## src/rtl/in_filter_cell.sv

```systemverilog
// Input debounce filter with qualified-edge event flag and saturating event counter.
// FZ follows a stable input THRESH+2 cycles after it appears; EDGE/EVT/EVT_CNT update with FZ.
module in_filter_cell #(
  parameter int CNT_W = 4,
  parameter int EC_W  = 8
) (
  input  logic             IQC,
  input  logic             QRT,
  input  logic             IQZ_inp,
  input  logic             EN_inp,
  input  logic [CNT_W-1:0] THRESH_inp,
  input  logic [1:0]       EDGE_SEL_inp,
  input  logic             ACK_inp,
  input  logic             CLR_CNT_inp,
  output logic             FZ_out,
  output logic             EDGE_out,
  output logic             EVT_out,
  output logic [EC_W-1:0]  EVT_CNT_out
);

  logic             sample;
  logic [CNT_W-1:0] mis_cnt;
  logic             mismatch;
  logic             fire;
  logic             qual;
  logic             cnt_full;

  // >= rather than == so a threshold lowered below the running count fires at once;
  // the count only advances while below THRESH, so it can never wrap.
  always_comb begin
    mismatch = (sample != FZ_out);
    fire     = EN_inp && mismatch && (mis_cnt >= THRESH_inp);
    qual     = fire && (sample ? EDGE_SEL_inp[0] : EDGE_SEL_inp[1]);
    cnt_full = (EVT_CNT_out == {EC_W{1'b1}});
  end

  always_ff @(posedge IQC) begin
    if (QRT) begin
      sample      <= 1'b0;
      mis_cnt     <= '0;
      FZ_out      <= 1'b0;
      EDGE_out    <= 1'b0;
      EVT_out     <= 1'b0;
      EVT_CNT_out <= '0;
    end else begin
      sample <= IQZ_inp;

      if (!EN_inp || !mismatch || fire) begin
        mis_cnt <= '0;
      end else begin
        mis_cnt <= mis_cnt + CNT_W'(1);
      end

      if (fire) begin
        FZ_out <= sample;
      end

      EDGE_out <= qual;

      // A new event wins over a simultaneous acknowledge.
      if (qual) begin
        EVT_out <= 1'b1;
      end else if (ACK_inp) begin
        EVT_out <= 1'b0;
      end

      if (CLR_CNT_inp) begin
        EVT_CNT_out <= EC_W'(qual);
      end else if (qual && !cnt_full) begin
        EVT_CNT_out <= EVT_CNT_out + EC_W'(1);
      end
    end
  end

endmodule

```

## config.mk

```make
export PLATFORM = sky130hd
export DESIGN_NAME = in_filter_cell
export DESIGN_NICKNAME = d
export VERILOG_FILES = /design/src/rtl/in_filter_cell.sv
export SDC_FILE = /design/constraint.sdc
export NUM_CORES = 1
export LEC_CHECK = 0
export CAP_MARGIN = 20
export CORE_MARGIN = 5
export CORE_UTILIZATION = 42
export CTS_CLUSTER_SIZE = 40
export DETAILED_ROUTE_END_ITERATION = 10
export PLACE_DENSITY = 0.81
export SLEW_MARGIN = 30
export SYNTH_ARGS = -nofsm -noshare
export SYNTH_HDL_FRONTEND = slang
export SYNTH_SLANG_ARGS = --single-unit
```

## constraint.sdc

```tcl
create_clock -name IQC -period 1.5 [get_ports IQC]
set_input_delay 0.15 -clock IQC [delete_from_list [all_inputs] [get_ports IQC]]
set_output_delay 0.15 -clock IQC [all_outputs]
set_load 0.02 [all_outputs]
```

### Word level (Yosys, flattened, before mapping)

Index checks and enable logic that the tools add are counted.

| cells by class | value |
|---|---|
| $add $sub $neg | 2 |
| multiply operators | 0 |
| div/mod/pow operators | 0 |
| $lt $le $gt $ge | 1 |
| equal/unequal tests | 2 |
| shifts and indexed selects | 0 |
| mux-type cells | 5 |
| bitwise operators | 0 |
| reduce and logical (&&, ||, !) cells | 13 |

Operator list:

| cell | number |
|---|---|
| 8-bit by 1-bit adder with 8-bit output (second input constant) | 1 |
| 8-bit == test (second input constant) | 1 |
| 1-bit two-way mux | 5 |
| 4-bit by 1-bit adder with 4-bit output (second input constant) | 1 |
| 4-bit >= comparator | 1 |
| 1-bit logical AND | 4 |
| 2-bit nonzero test | 2 |
| 2-bit OR reduction | 2 |
| 1-bit zero test | 3 |
| 1-bit logical OR | 2 |
| 1-bit inequality test | 1 |

| storage, ports and cells | value |
|---|---|
| register bits | 16 |
| latch bits | 0 |
| RAM bits | 0 |
| bits in read-only memories | 0 |
| input port bits | 12 |
| output and inout bits | 11 |
| logic and storage cells | 30 |
| memories | 0 |

### Depth between registers and ports, before layout

| depth | value |
|---|---|
| word-level depth | 7 |
| depth in mapped cells | 8 |
| mapped depth without buffers | 7 |

### Worst setup path after synthesis

Ideal clock, no wire load.

| timing | value |
|---|---|
| kind | register to register |
| from | register EVT_CNT_out[0] |
| to | register EVT_CNT_out[7] |
| library setup time | 115 ps |
| arrival | 1,482 ps |
| data required time | 1,385 ps |
| path slack | -96 ps |
| cell stages (with the launch flop) | 7 |
| buffers on the path | 0 |
| clock period less this slack | 1,596 ps |
| cell sequence | dfxtp_1 > ha_1 > nand3_1 > nor2_1 > nor2_2 > and4_1 > o21a_1 |

| on the way | value |
|---|---|
| word-level cells in the longest chain between the ends | 3 |
| elaborated cells between the ends (all ways) | 4 |
| classes of those cells | 1 x add/sub; 1 x eq/ne; 2 x reduce/logical |

Ends and longest elaborated chain:

| what | RTL line | source |
|---|---|---|
| start: declaration | 18 | `output logic [EC_W-1:0] EVT_CNT_out` |
| start signal: assignment | 68 | `EVT_CNT_out <= EC_W'(qual);` |
| start signal: assignment | 70 | `EVT_CNT_out <= EVT_CNT_out + EC_W'(1);` |
| parallel branches: the longest is 3 deep, another holds 8-bit by 1-bit adder with 8-bit output | -- |  |

Several ways; the timed one is not identified.
A chain may end at the register's enable or synchronous reset.

### Worst setup path after layout

| timing | value |
|---|---|
| from | register mis_cnt[0] |
| to | register EVT_CNT_out[4] |

| on the way | value |
|---|---|
| word-level cells in the longest chain between the ends | 4 |

Ends and longest elaborated chain:

| what | RTL line | source |
|---|---|---|
| start: declaration | 22 | `logic [CNT_W-1:0] mis_cnt;` |
| start signal: assignment | 51 | `mis_cnt <= mis_cnt + CNT_W'(1);` |
| 4-bit >= comparator | 32 | `fire = EN_inp && mismatch && (mis_cnt >= THRESH_inp);` |
| 1-bit logical AND | 32 |  |
| 1-bit logical AND | 33 | `qual = fire && (sample ? EDGE_SEL_inp[0] : EDGE_SEL_inp[1]);` |
| 1-bit logical AND | 69 | `end else if (qual && !cnt_full) begin` |

No other way between the ends.

==> metrics.yaml <==
status:
  outcome: "complete, but fails checks"
  violations: "negative setup slack"
cts:
  h-tree-depth: 1
  cts_tree: "built"
  clockBufferDepth: 2
  root_buffer: "clkbuf_4"
  hold_buffers: 0
  cts_buffers: 3
  clk_pin_slew_ns: 0.10
  clkLatencyLatePin_ns: 0.28
  clock-sinks: 16
sta:
  finClkSkew_ns: 0.00278
  slew_headroom_pct: 77.6
  hold_viol: 0
  fin_crit_sh_pct: 101
  finalMaxSlewViolations: 0
  fin_ws_ns: -0.0129
  final-setup-viol-count: 2
  fin_crit_ns: 1.51
  fmax_mhz: 661
  rsz0062_at_grt: "true"
  worst_pin_slew_ns: 0.335
placement:
  post-dp-hpwl_mm: 1.69
  io_buffers: 22
  place_ws_ns: -0.391
  place_area_um2: 1250
  gp_congestion: 0.866
power:
  cellPowerDensity_nw_per_um2: 573
  ir_drop_v: 0.000379
  leakagePower_uw: 0.000651
die:
  start_util_pct: 45.1
  ioPinCount: 23
  die_w_um: 56.3
  die_y_um: 56.3
  die_area_um2: 3170
  coreArea_um2: 2000
  row_count: 16
setup_path:
  cp.depth: 8
  crit_end: "EVT_CNT_out[4]$_SDFFE_PP0P_"
  crit_slowest_cell: "dfxtp_2"
  crit_start: "mis_cnt[0]$_SDFF_PP0_"
  path_delay_family: "compound AO/OA/AOI/OAI gates"
  r2r-start: "mis_cnt[0]$_SDFF_PP0_"
  crit_buf_inv: 2
  crit_path_cell_trace: "inv_2 > ha_4 > nor2b_4 > o21ai_2 > and3_4 > buf_6 > a21o_1 > a21oi_2"
  start_kind: "register"
  ff2ff_setup_slack_ns: -0.01
  r2r_cells: 8
  r2r-end: "EVT_CNT_out[4]$_SDFFE_PP0P_"
  critPathMaxStageDelay_ns: 0.35
  critPathMaxFanout: 7
  end_kind: "register"
  crit_type: "register to register"
  arrival_ns: 1.74
  crit_required_ns: 1.73
route:
  vias: 933
  wl_mm: 2.45
  ant_nets: 0
  drt-initial-drc-count: 23
  routed_via_density: 5.33
  drc: 0
  drtPass1Iterations: 4
  wire_per_inst_um: 14.0
finish:
  fin_area_um2: 1440
  nNetsFinal: 167
  multi_input_area_um2: 634
  syn_to_final_growth_pct: 60.1
  antenna_cells: 0
  drive_gt1_share_pct: 37.8
  final-seq-area_um2: 327
  num-fill-cells: 156
global_route:
  grtUsageMet2_pct: 26.7
  grt_pass1_wl_mm: 3.68
  grtUsageMet1_pct: 14.7
  busiest_layer: "met2"
  groute.usage.overall_pct: 14.2
  grt_pass1_vias: 929
  use_met3_pct: 2.75
  overflow: 0
  grt_antenna_before_repair: 0
  grt_max_degree: 10
synth:
  yosys_warnings: 0
  synth_area_per_cell_um2: 8.43
  ys_ff_latch: 16
  synth_top_area_share_pct: 35.5
  synthFlopType: "dfxtp_1"
  synth_edf_count: 0
  syn-num-nets: 125
  synthArstFlopShare_pct: 0
  synth.distinct_cells: 35
  synth_cells: 107
  synth_area_um2: 902
  yosys.area.top_type: "dfxtp_1"
  synth.area.top_cells: "dfxtp_1, ha_1, nor2_1"
  yosysSeqAreaShare_pct: 35.5
hold_path:
  hp-class: "primary input to register"
flow_run:
  cap_viol_max_count: 0
[cell usage in the layout (no fill, tap or decap), types with 4 or more instances in the layout]
cell type	count
dlymetal6s2s_1	7
ha_4	4
nor2_1	13
inv_1	6
nand3_1	6
dfxtp_1	11
inv_2	4
buf_4	17
dfxtp_2	5
clkdlybuf4s50_1	14
[what timing repair did]
action,4_1_cts,5_1_grt
buffers inserted,1,2
gates resized for setup,15,22
pin swaps,10,9
endpoints found under the hold margin,0,0
endpoints found under the setup margin,12,15
[cell usage after synthesis (all sizes together), types with 2 or more instances]
cell type,instances
nand2,3
nor2,15
o21a,3
and3b,2
ha,6
a31o,2
nor2b,3
inv,10
nand4,2
nand3,8
xnor2,2
a31oi,3
buf,3
a21oi,6
o21ai,6
nand2b,2
nor3,4
a21o,2
dfxtp,16
[worst min path at each step]
stage / to / slack, ns / start / cells past startpoint
after global routing: sample$_SDFF_PP0_ / 0.40 / IQZ_inp / 2
final: sample$_SDFF_PP0_ / 0.42 / IQZ_inp / 2
after detailed placement: EVT_out$_SDFFE_PP0P_ / 0.47 / EVT_out$_SDFFE_PP0P_ / 2
after CTS: sample$_SDFF_PP0_ / 0.41 / IQZ_inp / 2
after floorplan: sample$_SDFF_PP0_ / 0.28 / IQZ_inp / 1
after global placement: EVT_out$_SDFFE_PP0P_ / 0.46 / EVT_out$_SDFFE_PP0P_ / 2
[routing by layer]
| layer | share of wire, % | up-vias |
|---|---|---|
| li1 | - | 459 |
| met1 | 39 | 437 |
| met2 | 55 | 33 |
| met3 | 5.2 | 4 |
| met4 | 0.98 | 0 |
| met5 | 0 | - |
[layout make-up]
cell class	count	area share (%)
Multi-Input combinational cell	78	43.9
Timing Repair Buffer	40	26.0
Sequential cell	16	22.6
Inverter	10	2.60
Clock buffer	4	2.51
Tap cell	27	2.34
[state kept, by name (all words and copies together) (netlist names)]
name	count
EDGE_out	1
EVT_CNT_out	8
EVT_out	1
FZ_out	1
mis_cnt	4
sample	1
[stage by stage]
step | util [%] | TNS (ns) | hold slack, ns | instances | total power, µW
after floorplan | - | 0 | 0.278 | 107 | 484
after global placement | 62.6 | -4.17 | 0.458 | 168 | 526
after detailed placement | 62.6 | -4.97 | 0.475 | 168 | 529
after CTS | 67.2 | -0.00139 | 0.411 | 173 | 825
after global routing | 72.1 | -0.630 | 0.402 | 175 | 866
final | 72.1 | -0.0175 | 0.419 | 175 | 828
[where the power goes]
| group | total [µW] | switching [µW] | internal (µW) |
|---|---|---|---|
| Sequential | 430 | 2.69 | 427 |
| Combinational | 113 | 50.4 | 62.9 |
| Clock | 284 | 136 | 148 |
| Total | 828 | 190 | 638 |
[logic make-up after synthesis]
group | share of synthesized area (%)
and+or+nand+nor | 28.4
AOI/OAI and AO/OA | 18.4
DFF | 35.5
buffers and inverters | 6.38
adders and majority gates | 8.32
xor gates and xnor gates | 2.91
Note: power is estimated with default switching activity, not from simulation.
